### src/rtl/b06_pkg.sv
// Shared definitions for the b06 handler and its requester: state encodings,
// cc_mux / uscite codes and the expected-output decode for each state.
package b06_pkg;

  typedef enum logic [2:0] {
    ST_INIT   = 3'b000,
    ST_WAIT   = 3'b001,
    ST_ENIN   = 3'b010,
    ST_ENIN_W = 3'b011,
    ST_INTR   = 3'b100,
    ST_INTR_1 = 3'b101,
    ST_INTR_W = 3'b110
  } b06_state_t;

  localparam logic [1:0] CC_NONE   = 2'b00;
  localparam logic [1:0] CC_NOP    = 2'b01;
  localparam logic [1:0] CC_ENIN   = 2'b01;
  localparam logic [1:0] CC_INTR   = 2'b10;
  localparam logic [1:0] CC_ACKIN  = 2'b11;

  localparam logic [1:0] US_ZERO   = 2'b00;
  localparam logic [1:0] US_NORM   = 2'b01;
  localparam logic [1:0] US_ELEVEN = 2'b11;

  // Returns {cc_mux, uscite} that the handler drives while in state s.
  function automatic logic [3:0] expected_outputs(b06_state_t s);
    logic [3:0] o;
    case (s)
      ST_INIT:   o = {CC_NONE, US_ZERO};
      ST_WAIT:   o = {CC_NOP, US_NORM};
      ST_ENIN_W: o = {CC_ENIN, US_NORM};
      ST_INTR_1: o = {CC_INTR, US_NORM};
      ST_ENIN:   o = {CC_ACKIN, US_ZERO};
      ST_INTR:   o = {CC_ACKIN, US_ZERO};
      ST_INTR_W: o = {CC_INTR, US_ELEVEN};
      default:   o = {CC_NONE, US_ZERO};
    endcase
    return o;
  endfunction

endpackage

### src/rtl/b06_shadow.sv
// Shadow copy of the b06 handler FSM, stepped by our own eql, plus the
// {cc_mux, uscite} pair the real handler should be showing in that state.
module b06_shadow
  import b06_pkg::*;
(
  input  logic       clock,
  input  logic       reset,
  input  logic       eql,
  output b06_state_t state,
  output logic [1:0] exp_cc,
  output logic [1:0] exp_us
);

  b06_state_t state_reg;

  always_ff @(posedge clock) begin
    if (reset) begin
      state_reg <= ST_INIT;
    end else begin
      case (state_reg)
        ST_INIT:   state_reg <= ST_WAIT;
        ST_WAIT:   state_reg <= eql ? ST_ENIN   : ST_INTR_1;
        ST_INTR_1: state_reg <= eql ? ST_INTR   : ST_WAIT;
        ST_ENIN:   state_reg <= eql ? ST_ENIN   : ST_ENIN_W;
        ST_ENIN_W: state_reg <= eql ? ST_ENIN_W : ST_WAIT;
        ST_INTR:   state_reg <= eql ? ST_INTR   : ST_INTR_W;
        ST_INTR_W: state_reg <= eql ? ST_INTR_W : ST_WAIT;
        default:   state_reg <= ST_INIT;
      endcase
    end
  end

  assign state = state_reg;
  assign {exp_cc, exp_us} = expected_outputs(state_reg);

endmodule

### src/rtl/b06_requester.sv
// Bus-side agent for the b06 interrupt handler: sequences eql/cont_eql for
// enable/interrupt requests and flags divergence. Optional macro ACK_CHECK_EN.
module b06_requester
  import b06_pkg::*;
#(
  parameter int LEN_W = 4,
  parameter int ERR_W = 8
) (
  input  logic             clock,
  input  logic             reset,
  input  logic             req_valid,
  output logic             req_ready,
  input  logic             req_type,
  input  logic [LEN_W-1:0] req_len,
  output logic             eql,
  output logic             cont_eql,
  input  logic [1:0]       cc_mux,
  input  logic [1:0]       uscite,
  input  logic             ackout,
  input  logic             enable_count,
  output logic             busy,
  output logic             done,
  output logic             done_type,
  output logic             sync_err,
  output logic [ERR_W-1:0] err_cnt
);

  b06_state_t       state;
  logic [1:0]       exp_cc;
  logic [1:0]       exp_us;
  logic             pend_reg;
  logic             act_reg;
  logic             type_reg;
  logic [LEN_W-1:0] len_reg;
  logic [LEN_W-1:0] hold_reg;
  logic             done_reg;
  logic             done_type_reg;
  logic             sync_err_reg;
  logic [ERR_W-1:0] err_cnt_reg;
  logic [LEN_W-1:0] hold_load;
  logic             in_hold;
  logic             accept;
  logic             start;
  logic             finish;
  logic             mismatch;

  b06_shadow u_shadow (
    .clock  (clock),
    .reset  (reset),
    .eql    (eql),
    .state  (state),
    .exp_cc (exp_cc),
    .exp_us (exp_us)
  );

  // eql depends only on registers, so no input can ripple through to the handler.
  always_comb begin
    eql = 1'b0;
    case (state)
      ST_WAIT:          eql = pend_reg & ~type_reg;
      ST_INTR_1:        eql = pend_reg & type_reg;
      ST_ENIN, ST_INTR: eql = (hold_reg != '0);
      default:          eql = 1'b0;
    endcase
  end

  assign in_hold   = (state == ST_ENIN) || (state == ST_INTR);
  assign cont_eql  = ~in_hold;
  assign busy      = pend_reg | act_reg;
  assign req_ready = ~busy;
  assign accept    = req_valid & req_ready;
  assign start     = pend_reg & eql & ((state == ST_WAIT) || (state == ST_INTR_1));
  assign finish    = act_reg & ~eql & ((state == ST_ENIN_W) || (state == ST_INTR_W));
  // A zero length behaves as one hold cycle.
  assign hold_load = (len_reg == '0) ? '0 : len_reg - LEN_W'(1);

`ifdef ACK_CHECK_EN
  logic exp_ack_reg;

  always_ff @(posedge clock) begin
    if (reset) begin
      exp_ack_reg <= 1'b0;
    end else begin
      exp_ack_reg <= ~cont_eql | ((state == ST_ENIN) & ~eql);
    end
  end

  assign mismatch = ({cc_mux, uscite} != {exp_cc, exp_us})
                  | (ackout != exp_ack_reg)
                  | (enable_count != exp_ack_reg);
`else
  logic unused_ack;
  assign unused_ack = ackout ^ enable_count;
  assign mismatch   = ({cc_mux, uscite} != {exp_cc, exp_us});
`endif

  always_ff @(posedge clock) begin
    if (reset) begin
      pend_reg      <= 1'b0;
      act_reg       <= 1'b0;
      type_reg      <= 1'b0;
      len_reg       <= '0;
      hold_reg      <= '0;
      done_reg      <= 1'b0;
      done_type_reg <= 1'b0;
      sync_err_reg  <= 1'b0;
      err_cnt_reg   <= '0;
    end else begin
      done_reg <= finish;
      if (finish) begin
        done_type_reg <= type_reg;
        act_reg       <= 1'b0;
      end
      if (accept) begin
        pend_reg <= 1'b1;
        type_reg <= req_type;
        len_reg  <= req_len;
      end
      if (start) begin
        pend_reg <= 1'b0;
        act_reg  <= 1'b1;
        hold_reg <= hold_load;
      end else if (in_hold && (hold_reg != '0)) begin
        hold_reg <= hold_reg - LEN_W'(1);
      end
      // The shadow is never resynchronised; errors simply accumulate.
      if (mismatch) begin
        sync_err_reg <= 1'b1;
        if (err_cnt_reg != '1) begin
          err_cnt_reg <= err_cnt_reg + ERR_W'(1);
        end
      end
    end
  end

  assign done      = done_reg;
  assign done_type = done_type_reg;
  assign sync_err  = sync_err_reg;
  assign err_cnt   = err_cnt_reg;

endmodule

### config.mk
export PLATFORM = sky130hd
export DESIGN_NAME = b06_requester
export DESIGN_NICKNAME = d
export VERILOG_FILES = /design/src/rtl/b06_pkg.sv /design/src/rtl/b06_shadow.sv /design/src/rtl/b06_requester.sv
export SDC_FILE = /design/constraint.sdc
export NUM_CORES = 1
export LEC_CHECK = 0
export ABC_AREA = 1
export ABC_CLOCK_PERIOD_IN_PS = 2100
export BUFFER_PORTS_ARGS = -buffer_cell sky130_fd_sc_hd__clkbuf_2
export CORE_ASPECT_RATIO = 0.75
export CORE_MARGIN = 4
export CORE_UTILIZATION = 45
export DETAILED_ROUTE_END_ITERATION = 16
export PLACE_DENSITY = 0.79
export SYNTH_ARGS = -nofsm -noshare
export SYNTH_HDL_FRONTEND = slang
export SYNTH_SLANG_ARGS = --single-unit
### constraint.sdc
create_clock -name clock -period 2.1 [get_ports clock]
set_clock_uncertainty 0.1 [all_clocks]
set_input_delay 0.105 -clock clock [delete_from_list [all_inputs] [get_ports clock]]
set_output_delay 0.105 -clock clock [all_outputs]
set_load 0.02 [all_outputs]
### Yosys cells after proc, flatten, opt, wreduce, memory -nomap -nowiden

Index checks and enable logic that the tools add are counted.

| storage, ports and cells | value |
|---|---|
| register bits | 25 |
| latch bits | 0 |
| memory bits (writable) | 0 |
| bits in read-only memories | 0 |
| input bits | 14 |
| output and inout bits | 15 |
| logic and storage cells | 60 |
| memories | 0 |

| operators by class | value |
|---|---|
| $add $sub $neg | 3 |
| multipliers | 0 |
| div/mod/pow operators | 0 |
| $lt $le $gt $ge | 0 |
| eq/ne operators | 8 |
| shift-type cells | 0 |
| multiplexer cells | 14 |
| bitwise gates (word level) | 12 |
| reduce and logical (&&, ||, !) cells | 13 |

Operators with widths:

| operator | number |
|---|---|
| 3-bit case mux with 7 select lines | 1 |
| 4-bit case mux with 4 select lines | 1 |
| 4-bit two-way mux | 3 |
| 3-bit equality test (second input constant) | 3 |
| 3-bit two-way mux | 3 |
| 8-bit by 1-bit adder with 8-bit output (second input constant) | 1 |
| 8-bit inequality test (second input constant) | 1 |
| 4-bit by 1-bit subtractor with 4-bit output (second input constant) | 2 |
| 1-bit AND | 7 |
| 3-bit by 2-bit equality test with 1-bit output (second input constant) | 2 |
| 2-bit OR reduction | 3 |
| 4-bit zero test | 1 |
| 2-bit two-way mux | 2 |
| 4-bit inequality test | 1 |
| 1-bit inverter | 4 |
| 2-bit nonzero test | 2 |
| 4-bit nonzero test | 1 |
| 3-bit by 1-bit equality test with 1-bit output (second input constant) | 1 |
| 3-bit zero test | 1 |
| 1-bit logical OR | 3 |
| 1-bit two-way mux | 3 |
| 1-bit case mux with 3 select lines | 1 |
| 2-bit AND reduction | 1 |
| 1-bit logical AND | 1 |
| 1-bit bitwise OR | 1 |

### Longest topological paths before layout

| logic depth | value |
|---|---|
| depth in word-level cells | 8 |
| mapped depth | 12 |
| gate-level depth less buffers | 11 |

### Hierarchy

Synthesis repeated with hierarchy kept, for this count alone.

| unflattened totals | value |
|---|---|
| cells, all modules | 237 |
| area, all modules | 1529.0 um^2 |

Modules (own cells, without submodules):

| module | instances | cells each | area an instance (um^2) | sequential area each (um^2) |
|---|---|---|---|---|
| b06_requester | 1 | 200 | 1315.0 | 440.4 |
| b06_shadow | 1 | 37 | 214.0 | 60.1 |

### Least setup slack after synthesis

No wires, ideal clock.

| timing | value |
|---|---|
| path kind | register to register |
| start point | register err_cnt_reg[0], in the netlist err_cnt[0] |
| end point | register err_cnt_reg[3], in the netlist err_cnt[3] |
| library setup time | 115 ps |
| arrival | 1401 ps |
| data required time | 1885 ps |
| setup slack | 484 ps |
| stages on the path, launching flop included | 9 |
| path buffers | 0 |
| period minus slack after synthesis | 1616 ps |
| path through | dfxtp_1 ha_1 nand4_1 inv_1 nand3_2 inv_1 nor2_1 a21oi_1 nor2_1 |

| on the way | value |
|---|---|
| cells in the longest elaborated chain, start to end | 2 |
| elaborated cells on any way between the ends | 3 |

Ends and longest elaborated chain:

| item | line | text |
|---|---|---|
| start, declared | b06_requester.sv:39 | `logic [ERR_W-1:0] err_cnt_reg;` |
| start signal, assigned | b06_requester.sv:130 | `err_cnt_reg <= err_cnt_reg + ERR_W'(1);` |
| branches (longest 2 deep; another with 8-bit by 1-bit adder with 8-bit output) | - |  |

Several ways; the timed one is not identified.
A chain may end at the register's enable or synchronous reset.

### Worst setup path after layout

| timing | value |
|---|---|
| start point | register u_shadow.state_reg[0], in the netlist u_shadow.state[0] |
| end point | output port eql |

| on the way | value |
|---|---|
| cells in the longest elaborated chain, start to end | 3 |
| elaborated cells on any way between the ends | 6 |

Ends and longest elaborated chain:

| item | line | text |
|---|---|---|
| start, declared | b06_shadow.sv:14 | `b06_state_t state_reg;` |
| start signal, assigned | b06_shadow.sv:22 | `ST_WAIT: state_reg <= eql ? ST_ENIN : ST_INTR_1;` |
| start signal, assigned | b06_shadow.sv:23 | `ST_INTR_1: state_reg <= eql ? ST_INTR : ST_WAIT;` |
| start signal, assigned | b06_shadow.sv:24 | `ST_ENIN: state_reg <= eql ? ST_ENIN : ST_ENIN_W;` |
| 3-bit by 2-bit equality test with 1-bit output or 3-bit equality test (tied branches) | b06_requester.sv:59 | `case (state)` |
| 2-bit OR reduction (no line) | - |  |
| 1-bit case mux with 3 select lines * | b06_requester.sv:59 |  |
| end, declared | b06_requester.sv:15 | `output logic eql,` |

Mark *: on every way between the ends. The rest lies on a longest branch, timed or not.

==> flow_metrics.py <==
metrics = {
    "pwr": {
        "power_density_mw_per_mm2": 1170,
        "leakage_nw": 0.777,
        "p_total_mw": 1.88,
        "ir_drop_mv": 0.737,
    },
    "floorplanning": {
        "die_area_mm2": 0.00404,
        "die_width_um": 72.1,
        "io_pins": 29,
        "die_h_um": 56.0,
        "initial_core_util": 0.472,
        "coreArea_mm2": 0.00294,
        "rows": 17,
    },
    "place": {
        "place_area_mm2": 0.00155,
        "dp_hpwl_um": 2120,
        "gp_congestion": 0.774,
        "place_ws_ps": 350,
        "dpl.cell_count": 260,
        "port_buffers": 26,
    },
    "worst_setup_path": {
        "critPathMaxFanout": 10,
        "critical_path.startpoint_type": "register",
        "end_kind": "primary output",
        "crit_arrival_ps": 1700,
        "required_ps": 1890,
        "critical_path_class": "register to primary output",
    },
    "outcome": {
        "status": "finished, final reports clean",
    },
    "sta": {
        "setup_violations": 0,
        "setup-tns-final_ps": 0,
        "clock.fmax_mhz": 525,
        "setup_slack_ps": 195,
        "drv_slew": 0,
        "period_minus_slack_ps": 1910,
        "rsz0062_at_grt": "false",
        "hold_viol": 0,
        "worst_pin_slew_ps": 408,
        "slew_headroom": 0.728,
        "fin_crit_sh": 0.907,
    },
    "grt": {
        "grt_pass1_vias": 1137,
        "antenna_found_initial": 0,
        "grt_pass1_wl_um": 5180,
        "grt_max_degree": 15,
        "grt_overflow": 0,
        "grtUsageTotal": 0.154,
    },
    "cells_and_area": {
        "final_cell_mix": "32 x nand2_1, 26 x clkbuf_2, 25 x dfxtp_1",
        "nets": 246,
        "syn_to_final_growth_pct": 16.3,
        "final_area_mm2": 0.00161,
        "drive_gt1_frac": 0.215,
        "finalNonFillerCells": 266,
        "largest_reg_flops": 8,
        "diodes": 0,
        "final_common_cell": "nand2_1",
    },
    "logic_synthesis": {
        "muxShareOfSynthArea": 0,
        "synth_area_mm2": 0.00139,
        "synth_top_family_by_area": "simple AND/OR/NAND/NOR gates",
        "synthAdderAreaFrac": 0.0271,
        "synth-compound-area-share": 0.141,
        "synthFlopType": "dfxtp_1",
        "synth_cell_types": 26,
        "yosys.area_share.simple": 0.336,
        "syn_inst": 199,
        "synth_xor_area_frac": 0.0379,
        "yosysWarnings": 0,
        "ys_ff_latch": 25,
        "syn_nets": 216,
        "avgSynthCellArea_um2": 6.96,
        "ys_seq_area_frac": 0.361,
        "synth_edf_count": 0,
        "synthArstFlopShare": 0,
    },
    "cts": {
        "clock-root-buffer": "clkbuf_8",
        "post_cts_buffers": 0,
        "clk_pin_slew_ps": 90,
        "clkLatencyLatePin_ps": 270,
        "cts_resized": 0,
        "cts_tree": "built",
        "htreeDepth": 1,
        "cts_sinks": 25,
        "cts_hold_buf": 2,
        "cts_made_buffers": 3,
        "clock_path_buffers": 2,
    },
    "routing": {
        "post-route-drc-count": 0,
        "ant_nets": 0,
        "firstDrtPassIters": 4,
        "drt_iter0_drc": 52,
        "vias_per_cell": 4.91,
        "routedWlPerCell_um": 10.8,
        "routed_wl_um": 2860,
        "vias": 1305,
    },
    "hold_path": {
        "worst_hold_path_type": "input pin to register",
    },
    "job": {
        "cap_viol_max_count": 0,
    },
}
-- layout make-up --
type,instances,area [µm²]
inverter,29,109
tap,38,47.5
fill,303,1330
timing repair buffer,29,158
sequential,25,500
multi-input combinational,141,751
clock buffer,4,45.0
-- through the flow --
step           utilization  hold slack (ps)
2_1_floorplan            -             88.5
3_3_place_gp         0.526              258
3_5_place_dp         0.526              270
4_1_cts              0.549             9.61
5_1_grt              0.549             33.3
6_report             0.549             11.4
-- critical path, stage by stage (launching register included) --
cell and delay (ps):
dfxtp_1 410, inv_2 90, nor2_2 180, nand2_1 90
nor2_2 210, inv_2 130, nand2_4 130, clkbuf_2 190
-- worst paths after layout --
path | start | end | slack, ps | depth (start not counted)
max | u_shadow.state[0]$_SDFF_PP0_ | eql | 190 | 7
min | req_len[2] | len_reg[2]$_SDFFE_PP0P_ | 10 | 3
max reg2reg | u_shadow.state[1]$_SDFF_PP0_ | err_cnt[7]$_SDFFE_PP0P_ | 320 | 10
min reg2reg | sync_err$_SDFFE_PP0P_ | sync_err$_SDFFE_PP0P_ | 370 | 2
-- where the power goes --
group	internal [mW]	leakage [nW]	total (mW)	switching, mW
clock	0.136	0.0228	0.282	0.146
combinational	0.334	0.549	0.925	0.592
sequential	0.576	0.205	0.677	0.102
total	1.04	0.777	1.88	0.840
-- cells in the mapped netlist (2+ instances only) --
master / number / area share
inv_1: 24 / 0.065
nor2_2: 5 / 0.023
a211oi_1: 2 / 0.011
nand3_1: 22 / 0.079
o21ai_0: 11 / 0.040
a21oi_1: 15 / 0.054
o21ai_1: 2 / 0.0072
nor3_1: 2 / 0.0072
xnor2_1: 2 / 0.013
nand3_2: 3 / 0.022
nand2_4: 4 / 0.033
buf_2: 2 / 0.0072
inv_2: 5 / 0.014
nor2_1: 23 / 0.062
dfxtp_1: 25 / 0.36
nand2_1: 32 / 0.087
nand4_1: 3 / 0.014
a31oi_1: 4 / 0.018
ha_1: 3 / 0.027
xor2_1: 4 / 0.025
-- layer usage --
layer / vias to the layer above / global-route usage / wire length [µm]
met1: 558 / 0.245 / 1550
met5: - / 0 / 0
met2: 36 / 0.204 / 1100
met4: 0 / 0.0483 / 38
met3: 4 / 0.0253 / 169
li1: 707 / - / -
-- cell families after synthesis --
logic type               count (synthesis)
adder cells (fa/ha/maj)                  3
buffers and inverters                   33
flip-flops                              25
XOR/XNOR                                 6
AO/OA/AOI/OAI                           36
AND/OR/NAND/NOR                         96
(Power assumes the default switching activity.)
